## config.mk

```make
export PLATFORM = sky130hd
export DESIGN_NAME = control_sequencer
export DESIGN_NICKNAME = d
export VERILOG_FILES = /design/src/rtl/cu_pkg.sv /design/src/rtl/cw_gate.sv /design/src/rtl/control_sequencer.sv
export SDC_FILE = /design/constraint.sdc
export NUM_CORES = 1
export LEC_CHECK = 0
export CORE_AREA = 3 3 114 116
export DETAILED_ROUTE_END_ITERATION = 7
export DIE_AREA = 0 0 117 119
export PLACE_DENSITY = 0.8
export RECOVER_POWER = 50
export SLEW_MARGIN = 20
export SYNTH_ARGS = -nofsm -noshare
export SYNTH_HDL_FRONTEND = slang
export SYNTH_HIERARCHICAL = 1
export SYNTH_SLANG_ARGS = --single-unit
```

## constraint.sdc

```tcl
create_clock -name clock -period 2.5 [get_ports clock]
set_clock_uncertainty 0.1 [all_clocks]
set_input_delay 0.75 -clock clock [delete_from_list [all_inputs] [get_ports clock]]
set_output_delay 0.75 -clock clock [all_outputs]
set_load 0.1 [all_outputs]
```

## src/rtl/cu_pkg.sv

```systemverilog
// cu_pkg: control-word layout, state/pc_fs encodings and fixed control words
package cu_pkg;
    localparam int CW_W      = 33;
    localparam int CW_ALU_EN = 32;
    localparam int CW_ALU_BS = 31;
    localparam int CW_ALU_FS = 26;
    localparam int CW_RF_BEN = 25;
    localparam int CW_RF_SA  = 20;
    localparam int CW_RF_SB  = 15;
    localparam int CW_RF_DA  = 10;
    localparam int CW_RF_W   = 9;
    localparam int CW_RAM_EN = 8;
    localparam int CW_RAM_W  = 7;
    localparam int CW_PC_EN  = 6;
    localparam int CW_PC_FS  = 4;
    localparam int CW_PC_IS  = 3;
    localparam int CW_STATUS = 2;
    localparam int CW_NS     = 0;

    typedef enum logic [1:0] {S_FETCH = 2'b00, S_EX0 = 2'b01, S_EX1 = 2'b10, S_EX2 = 2'b11} state_t;
    typedef enum logic [1:0] {PC_HOLD = 2'b00, PC_INC = 2'b01, PC_LOAD = 2'b10, PC_REL = 2'b11} pc_fs_t;

    typedef struct packed {
        logic       alu_en;
        logic       alu_bs;
        logic [4:0] alu_fs;
        logic       rf_b_en;
        logic [4:0] rf_sa;
        logic [4:0] rf_sb;
        logic [4:0] rf_da;
        logic       rf_w;
        logic       ram_en;
        logic       ram_w;
        logic       pc_en;
        logic [1:0] pc_fs;
        logic       pc_is;
        logic       status_ld;
        logic [1:0] next_state;
    } cw_t;

    localparam logic [CW_W-1:0] FETCH_CW = {1'b0, 1'b0, 5'b11111, 1'b0, 5'd31, 5'd31, 5'd31,
                                            1'b0, 1'b1, 1'b0, 1'b0, 2'b00, 1'b0, 1'b0, 2'b01};
    localparam logic [CW_W-1:0] SAFE_CW  = {1'b0, 1'b0, 5'b11111, 26'd0};
endpackage

```

## src/rtl/cw_gate.sv

```systemverilog
// cw_gate: masks the decoder control word during RAM stalls, timeouts and illegal opcodes
module cw_gate (
    input  logic [32:0] dec_cw,
    input  logic        illegal,
    input  logic        stall,
    input  logic        fault,
    output logic [32:0] cw
);
    import cu_pkg::*;
    cw_t c;
    always_comb begin
        c = cw_t'(dec_cw);
        if (stall || fault) begin
            c.rf_w      = 1'b0;
            c.ram_w     = 1'b0;
            c.status_ld = 1'b0;
            c.pc_fs     = PC_HOLD;
        end
        if (fault) c.pc_en = 1'b0;
        if (illegal) c = cw_t'(SAFE_CW);
    end
    assign cw = c;
endmodule

```

## src/rtl/control_sequencer.sv

```systemverilog
// control_sequencer: fetch/execute state sequencer with RAM stall gating and stall timeout
module control_sequencer #(
    parameter int STALL_TIMEOUT = 16
) (
    input  logic        clock,
    input  logic        reset_n,
    input  logic [63:0] databus,
    input  logic        mem_ready,
    input  logic [32:0] dec_cw,
    input  logic [63:0] dec_k,
    input  logic        dec_valid,
    output logic [31:0] ir,
    output logic [1:0]  state,
    output logic [32:0] cw,
    output logic [63:0] k,
    output logic        illegal_op,
    output logic        mem_fault
);
    import cu_pkg::*;
    localparam int CNT_W = $clog2(STALL_TIMEOUT + 1);
    state_t st;
    logic [CNT_W-1:0] cnt;
    logic fetch, illegal, stall, fault;
    logic [32:0] gated;
    cw_t fetch_cw;
    logic unused_bus;
    assign unused_bus = ^databus[63:32];
    assign fetch   = st == S_FETCH;
    assign illegal = !fetch && !dec_valid;
    assign stall   = fetch ? !mem_ready : dec_valid && dec_cw[CW_RAM_EN] && !mem_ready;
    assign fault   = stall && cnt == CNT_W'(STALL_TIMEOUT - 1);
    always_comb begin
        fetch_cw       = cw_t'(FETCH_CW);
        fetch_cw.pc_fs = mem_ready ? PC_INC : PC_HOLD;
    end
    cw_gate u_gate (
        .dec_cw (dec_cw),
        .illegal(illegal),
        .stall  (stall),
        .fault  (fault),
        .cw     (gated)
    );
    assign cw    = fetch ? fetch_cw : gated;
    assign k     = fetch ? '0 : dec_k;
    assign state = st;
    always_ff @(posedge clock or negedge reset_n) begin
        if (!reset_n) begin
            st         <= S_FETCH;
            ir         <= '0;
            cnt        <= '0;
            illegal_op <= 1'b0;
            mem_fault  <= 1'b0;
        end else begin
            illegal_op <= illegal;
            mem_fault  <= fault;
            cnt        <= (stall && !fault) ? cnt + 1'b1 : '0;
            if (fault || illegal) begin
                st <= S_FETCH;
            end else if (fetch) begin
                if (mem_ready) begin
                    ir <= databus[31:0];
                    st <= S_EX0;
                end
            end else if (!stall) begin
                st <= state_t'(dec_cw[CW_NS +: 2]);
            end
        end
    end
endmodule
```

==> qor.txt, run 1 <==
==================================================================================================
Number of distinct library cell variants in the gate-level netlist after synthesis ..           30
Yosys warnings ......................................................................            6
Fin Hold WS .........................................................................    0.4106 ns
Worst setup slack for register-to-register paths ....................................      0.13 ns
Number of hold-slack violations in the final timing report ..........................            0
Initial Util ........................................................................       22.11%
N_diodes ............................................................................            0
Proportion of synthesized chip area in sequential cells .............................       38.62%
Summed instance area of the synthesized netlist .....................................    2656 um^2
Via-to-Cell Ratio ...................................................................        4.368
Top cells by area in the synthesized netlist ........................................ sky130_fd_sc_hd__dfrtp_1, sky130_fd_sc_hd__and2_1, sky130_fd_sc_hd__mux2_4
Path class of the lowest-slack min-delay path .......................................   reg -> reg
Top cell types by occurrence after synthesis ........................................ sky130_fd_sc_hd__and2_1, sky130_fd_sc_hd__dfrtp_1, sky130_fd_sc_hd__mux2_4
Remaining global-route overflow .....................................................            0
CTS tree ............................................................................        built
Highest achievable clock rate .......................................................    342.8 MHz
Fraction of layout cells with a size suffix above 1 .................................       63.02%
Final Critical Period ...............................................................     2.917 ns
Post-placement cell area ............................................................    6661 um^2
Largest driver fanout on the critical path ..........................................            7
Number of violations reported at the end of detailed-routing iteration 0 ............           90
CTS Buf Count .......................................................................            5
Startpoint-to-endpoint class of the critical path ...................................   reg -> out
Portion of synthesized cell area occupied by the leading cell type ..................       38.62%
Most common cell in the synthesized netlist ......................................... sky130_fd_sc_hd__and2_1
First-pass GRT wire length ..........................................................     21.02 mm
Antenna violations before repair ....................................................            0
Sum of routed wire length over all layers ...........................................     14.55 mm
Tcrit/Tclk final ....................................................................       116.7%
Max Root-Sink Buffers ...............................................................            2
I/O Buffers .........................................................................          265
Deepest level of the CTS H-tree .....................................................            2
Async set-or-reset flop fraction in the synthesized netlist .........................       100.0%
Required time at the endpoint of the critical path ..................................      1.65 ns
Leading area contributor after synthesis ............................................ sky130_fd_sc_hd__dfrtp_1
Largest net degree at the start of global routing ...................................           33
Main flop type after synthesis ...................................................... sky130_fd_sc_hd__dfrtp_1
First-pass iteration count of the detailed router ...................................            4
Boundary pin count ..................................................................          298
Die height ..........................................................................       119 um
Nets@finish .........................................................................          723
Standard cell core area .............................................................   12010 um^2
Sink Count ..........................................................................           41
Max_slew headroom ...................................................................       15.04%
Detailed-placement wirelength estimate ..............................................     9.487 mm
Post-synth EDFFs ....................................................................            0
Post-route DRC ......................................................................            0
Final worst setup slack .............................................................   -0.4175 ns
Post-Place Setup Slack ..............................................................   -0.6315 ns
FF+latch count, synth ...............................................................           41
Reported max-cap violation count ....................................................            0
Overall die width ...................................................................       117 um
WL per Instance .....................................................................     20.66 um
Total die area ......................................................................   13920 um^2
Routability-driven placement congestion ratio .......................................       0.8141
Worst-skew pair later-pin latency ...................................................      0.27 ns
RSZ-0062 raised after global routing ................................................         true
WP data arrival .....................................................................      2.07 ns
Result of the run ................................................................... finished, violations left
Count of final setup violators ......................................................           97
Antenna Nets Post-Route .............................................................            0
Number of global-route vias before repair ...........................................         3479
Routed via count ....................................................................         3075
Slew at the pin closest to its max-slew limit .......................................     1.274 ns
Synthesized net count ...............................................................          417
Clock transition time at the flip-flop clock pins of the worst setup and hold paths .      0.06 ns
Root buffer selected by CTS ......................................................... sky130_fd_sc_hd__clkbuf_16
Aggregate global-route resource usage ...............................................       20.11%
Number of pins with negative max-slew slack in the final report .....................            0
Crit path capture type .............................................................. primary output
Layout Area Growth over Synthesis ...................................................       193.0%
Post-route cell area ................................................................    7784 um^2
Synthesized area divided by synthesized cell count ..................................   10.63 um^2
Standard-cell rows ..................................................................           40
Post-Synthesis Cells ................................................................          250
Crit start category .................................................................         flop
Failing checks ...................................................................... setup timing
==================================================================================================
[placed cells by master (no fill, tap or decap), types with 3 or more instances in the layout]
master                              n
sky130_fd_sc_hd__and2_4            74
sky130_fd_sc_hd__buf_12           103
sky130_fd_sc_hd__buf_16            13
sky130_fd_sc_hd__buf_4             52
sky130_fd_sc_hd__buf_6              5
sky130_fd_sc_hd__buf_8              8
sky130_fd_sc_hd__clkbuf_16          6
sky130_fd_sc_hd__clkdlybuf4s50_1  126
sky130_fd_sc_hd__dfrtp_1           39
sky130_fd_sc_hd__dlygate4sd2_1      4
sky130_fd_sc_hd__inv_1              4
sky130_fd_sc_hd__mux2_2             3
sky130_fd_sc_hd__mux2_4            29
sky130_fd_sc_hd__nand2b_4          21
sky130_fd_sc_hd__nor2_1             4
sky130_fd_sc_hd__nor2b_1           12
sky130_fd_sc_hd__nor2b_4            8
sky130_fd_sc_hd__nor4b_4            3
sky130_fd_sc_hd__or2_4              6
[flip-flops by register name (all words and copies together) (netlist names)]
register    count
illegal_op      1
mem_fault       1
cnt             5
state           2
ir             32
[worst paths after layout]
path	start	depth (start not counted)	end
hold reg to reg	ir[20]$_DFFE_PN0P_	1	ir[20]$_DFFE_PN0P_
min in group asynchronous	reset_n	1	ir[18]$_DFFE_PN0P_
hold / removal	ir[20]$_DFFE_PN0P_	1	ir[20]$_DFFE_PN0P_
max in group asynchronous	reset_n	2	ir[8]$_DFFE_PN0P_
setup / recovery	cnt[0]$_DFF_PN0_	7	cw[9]
setup reg to reg	state[0]$_DFFE_PN0P_	7	ir[28]$_DFFE_PN0P_
[per-stage QoR]
stage | util [%] | cells | setup TNS (ns)
floorplan | - | 250 | -5.166
global placement | 55.46 | 661 | -17.64
detailed placement | 55.46 | 661 | -20.71
CTS | 64.45 | 706 | -18.98
global route | 64.80 | 704 | -18.73
finish | 64.80 | 704 | -15.00
[kinds of logic after synthesis]
kind of cell,after synthesis,synth area share [%]
simple gates,145,34.76
flops,41,38.62
mux,32,17.66
buf+inv,21,5.511
compound gates,7,1.837
xor+xnor,2,0.6596
fa+ha+maj,2,0.9419
[cell type report]
type                    count  area, um^2
clock buffers               6       138.9
clock inverters             2       37.54
fillers                   803        4228
inverters                   4       15.01
multi-input cells         188        2022
flip-flops and latches     41        1033
well taps                 147       183.9
repair buffers            316        4353
[worst max-delay path: stages, from the launching register on]
cell and delay [ns]:
sky130_fd_sc_hd__dfrtp_1 0.40, sky130_fd_sc_hd__ha_2 0.19, sky130_fd_sc_hd__and3_4 0.18, sky130_fd_sc_hd__ha_4 0.15, sky130_fd_sc_hd__and3_4 0.22, sky130_fd_sc_hd__nor4b_2 0.27, sky130_fd_sc_hd__and2_4 0.21, sky130_fd_sc_hd__buf_12 0.17
[repair_timing]
action,4_1_cts,5_1_grt
setup buffers,21,3
resized for setup,119,27
pin swaps,67,19
endpoints found under the setup margin,97,97
cloned,17,0
hold buffers,0,0
[per-layer routing]
| layer | vias to the layer above | wire [um] | track usage [%] | part of all wire [%] |
|---|---|---|---|---|
| met5 | - | 0 | 0 | 0 |
| met4 | 0 | 416 | 6.595 | 2.9 |
| met3 | 23 | 1086 | 4.573 | 7.5 |
| met2 | 158 | 8158 | 38.66 | 56 |
| met1 | 1477 | 4883 | 20.85 | 34 |
| li1 | 1417 | - | - | - |
Power of run 1 is not shown: default switching activity piles up to over one toggle a cycle in this logic, so the estimate is an artifact.
==> inputs of run 2 (changes only) <==
Settings changed: PLACE_DENSITY 0.8 to 0.66, RECOVER_POWER 50 to not set.
==> run 2 against run 1 <==
Net effect: the run still ends with setup timing left; register-to-register slack gained 0.09 ns; non-clock buffer count is the same; worst hold slack lost 0.00090 ns; routed wire length shrank 5.1%; global-route usage shrank 1.6 points.
==> qor.txt, run 2 (synthesized netlist as in run 1, its figures left out) <==
==================================================================================================
Result of the run ................................................................... finished, violations left
Failing checks ...................................................................... setup timing
Crit start category .................................................................         flop
Max Root-Sink Buffers ...............................................................            2
Placed Cells incl. Taps .............................................................          664
Antenna Nets Post-Route .............................................................            0
Count of final setup violators ......................................................           97
Crit-path slowest cell .............................................................. sky130_fd_sc_hd__dfrtp_1
Routability-driven placement congestion ratio .......................................       0.7516
Sink Count ..........................................................................           41
Post-placement cell area ............................................................    6684 um^2
Final cell utilization of the core ..................................................       64.65%
Critical path, cell by cell ......................................................... ha_2 > and3_4 > ha_4 > and3_4 > nor4b_2 > and2_4 > buf_12
Crit path capture type .............................................................. primary output
Boundary pin count ..................................................................          298
Largest net degree at the start of global routing ...................................           33
Total die area ......................................................................   13920 um^2
Commonest cells after routing, fill and taps aside .................................. sky130_fd_sc_hd__clkdlybuf4s50_1, sky130_fd_sc_hd__buf_12, sky130_fd_sc_hd__and2_4
Initial Util ........................................................................       22.11%
Max_slew headroom ...................................................................       54.03%
Number of global-route vias before repair ...........................................         3272
Routed via count ....................................................................         3004
Post-route cell area ................................................................    7765 um^2
I/O Buffers .........................................................................          265
CTS Buf Count .......................................................................            5
Worst setup slack for register-to-register paths ....................................      0.22 ns
Post-route DRC ......................................................................            0
Remaining global-route overflow .....................................................            0
Via-to-Cell Ratio ...................................................................        4.267
Layout Area Growth over Synthesis ...................................................       192.3%
RSZ-0062 raised after global routing ................................................         true
Largest stage delay on the critical path ............................................      0.38 ns
Max reg flops .......................................................................           32
Number of cells traversed by the worst register-to-register path ....................            7
Standard cell core area .............................................................   12010 um^2
# hold bufs at CTS ..................................................................            0
CTS tree ............................................................................        built
Nets@finish .........................................................................          723
Clock transition time at the flip-flop clock pins of the worst setup and hold paths .      0.06 ns
Required time at the endpoint of the critical path ..................................      1.65 ns
Number of cells in the finished layout apart from fillers ...........................          704
Largest reg by FF count .............................................................           ir
First-pass iteration count of the detailed router ...................................            4
Largest driver fanout on the critical path ..........................................            7
FF-to-FF Start ...................................................................... state[1]$_DFFE_PN0P_
Final Critical Period ...............................................................     2.834 ns
Startpoint-to-endpoint class of the critical path ...................................   reg -> out
Antenna violations before repair ....................................................            0
Number of hold-slack violations in the final timing report ..........................            0
Most frequent cell on the critical path ............................................. sky130_fd_sc_hd__and3_4
Die height ..........................................................................       119 um
Reported max-cap violation count ....................................................            0
Detailed-placement wirelength estimate ..............................................     9.727 mm
Final worst setup slack .............................................................   -0.3341 ns
Number of pins with negative max-slew slack in the final report .....................            0
Highest achievable clock rate .......................................................    352.9 MHz
Worst R2R End ....................................................................... ir[29]$_DFFE_PN0P_
Slew at the pin closest to its max-slew limit .......................................    0.6895 ns
Root buffer selected by CTS ......................................................... sky130_fd_sc_hd__clkbuf_16
Tcrit/Tclk final ....................................................................       113.4%
WP data arrival .....................................................................      1.98 ns
Aggregate global-route resource usage ...............................................       18.55%
Sum of routed wire length over all layers ...........................................     13.80 mm
First-pass GRT wire length ..........................................................     19.79 mm
Path class of the lowest-slack min-delay path .......................................  in -> async
Worst-skew pair later-pin latency ...................................................      0.27 ns
Number of violations reported at the end of detailed-routing iteration 0 ............           81
Fraction of layout cells with a size suffix above 1 .................................       62.66%
N_diodes ............................................................................            0
Overall die width ...................................................................       117 um
WL per Instance .....................................................................     19.61 um
Deepest level of the CTS H-tree .....................................................            2
Standard-cell rows ..................................................................           40
Most frequent standard cell in the layout excluding fill and tap cells .............. sky130_fd_sc_hd__clkdlybuf4s50_1
==================================================================================================
-- run 2: how the worst max path moves through the flow --
stage / endpoint / start / cells after the start / slack [ns]
floorplan: cw[15] / state[1]$_DFFE_PN0P_ / 4 / -0.23
global placement: cw[5] / dec_valid / 6 / -0.66
CTS: cw[7] / cnt[1]$_DFF_PN0_ / 7 / -0.34
global route: cw[4] / cnt[0]$_DFF_PN0_ / 7 / -0.40
finish: cw[2] / cnt[0]$_DFF_PN0_ / 7 / -0.33
detailed placement: cw[5] / dec_valid / 6 / -0.66
-- run 2: layout make-up --
cell class,instances,area [um^2]
multi-input cells,188,1991
flip-flops and latches,41,1033
clock buffers,6,138.9
clock inverters,2,37.54
inverters,4,15.01
fillers,861,4247
well taps,147,183.9
repair buffers,316,4365
-- run 2: repair_timing --
| item | CTS | global route |
|---|---|---|
| setup endpoints to repair | 77 | 97 |
| gates resized for setup | 94 | 35 |
| gates cloned | 15 | 2 |
| endpoints found under the hold margin | 0 | 0 |
| pin swaps | 52 | 33 |
| buffers inserted | 16 | 6 |
-- run 2: routing by layer --
layer  GRT usage [%]  wire [um]
met2           33.50       7251
met5               0          0
met1           21.10       4931
met4           4.731        313
met3           5.285       1306
-- run 2: critical path, delay by kind of cell, from the launching register on --
family | cells | cell delay [ns]
DFF | 1 | 0.38
and+or+nand+nor | 4 | 0.82
adders and majority gates | 2 | 0.34
buffers and inverters | 1 | 0.16
-- run 2: per-stage QoR --
step                      setup TNS, ns  hold slack, ns  worst slack [ns]
after floorplan                  -5.166          0.3329           -0.2285
after global placement           -20.76          0.3961           -0.6557
after detailed placement         -22.10          0.3950           -0.6645
after CTS                        -20.06          0.4136           -0.3369
after global routing             -25.06          0.4349           -0.3970
final                            -20.67          0.4097           -0.3341
Power of run 2 is left out for the same reason.
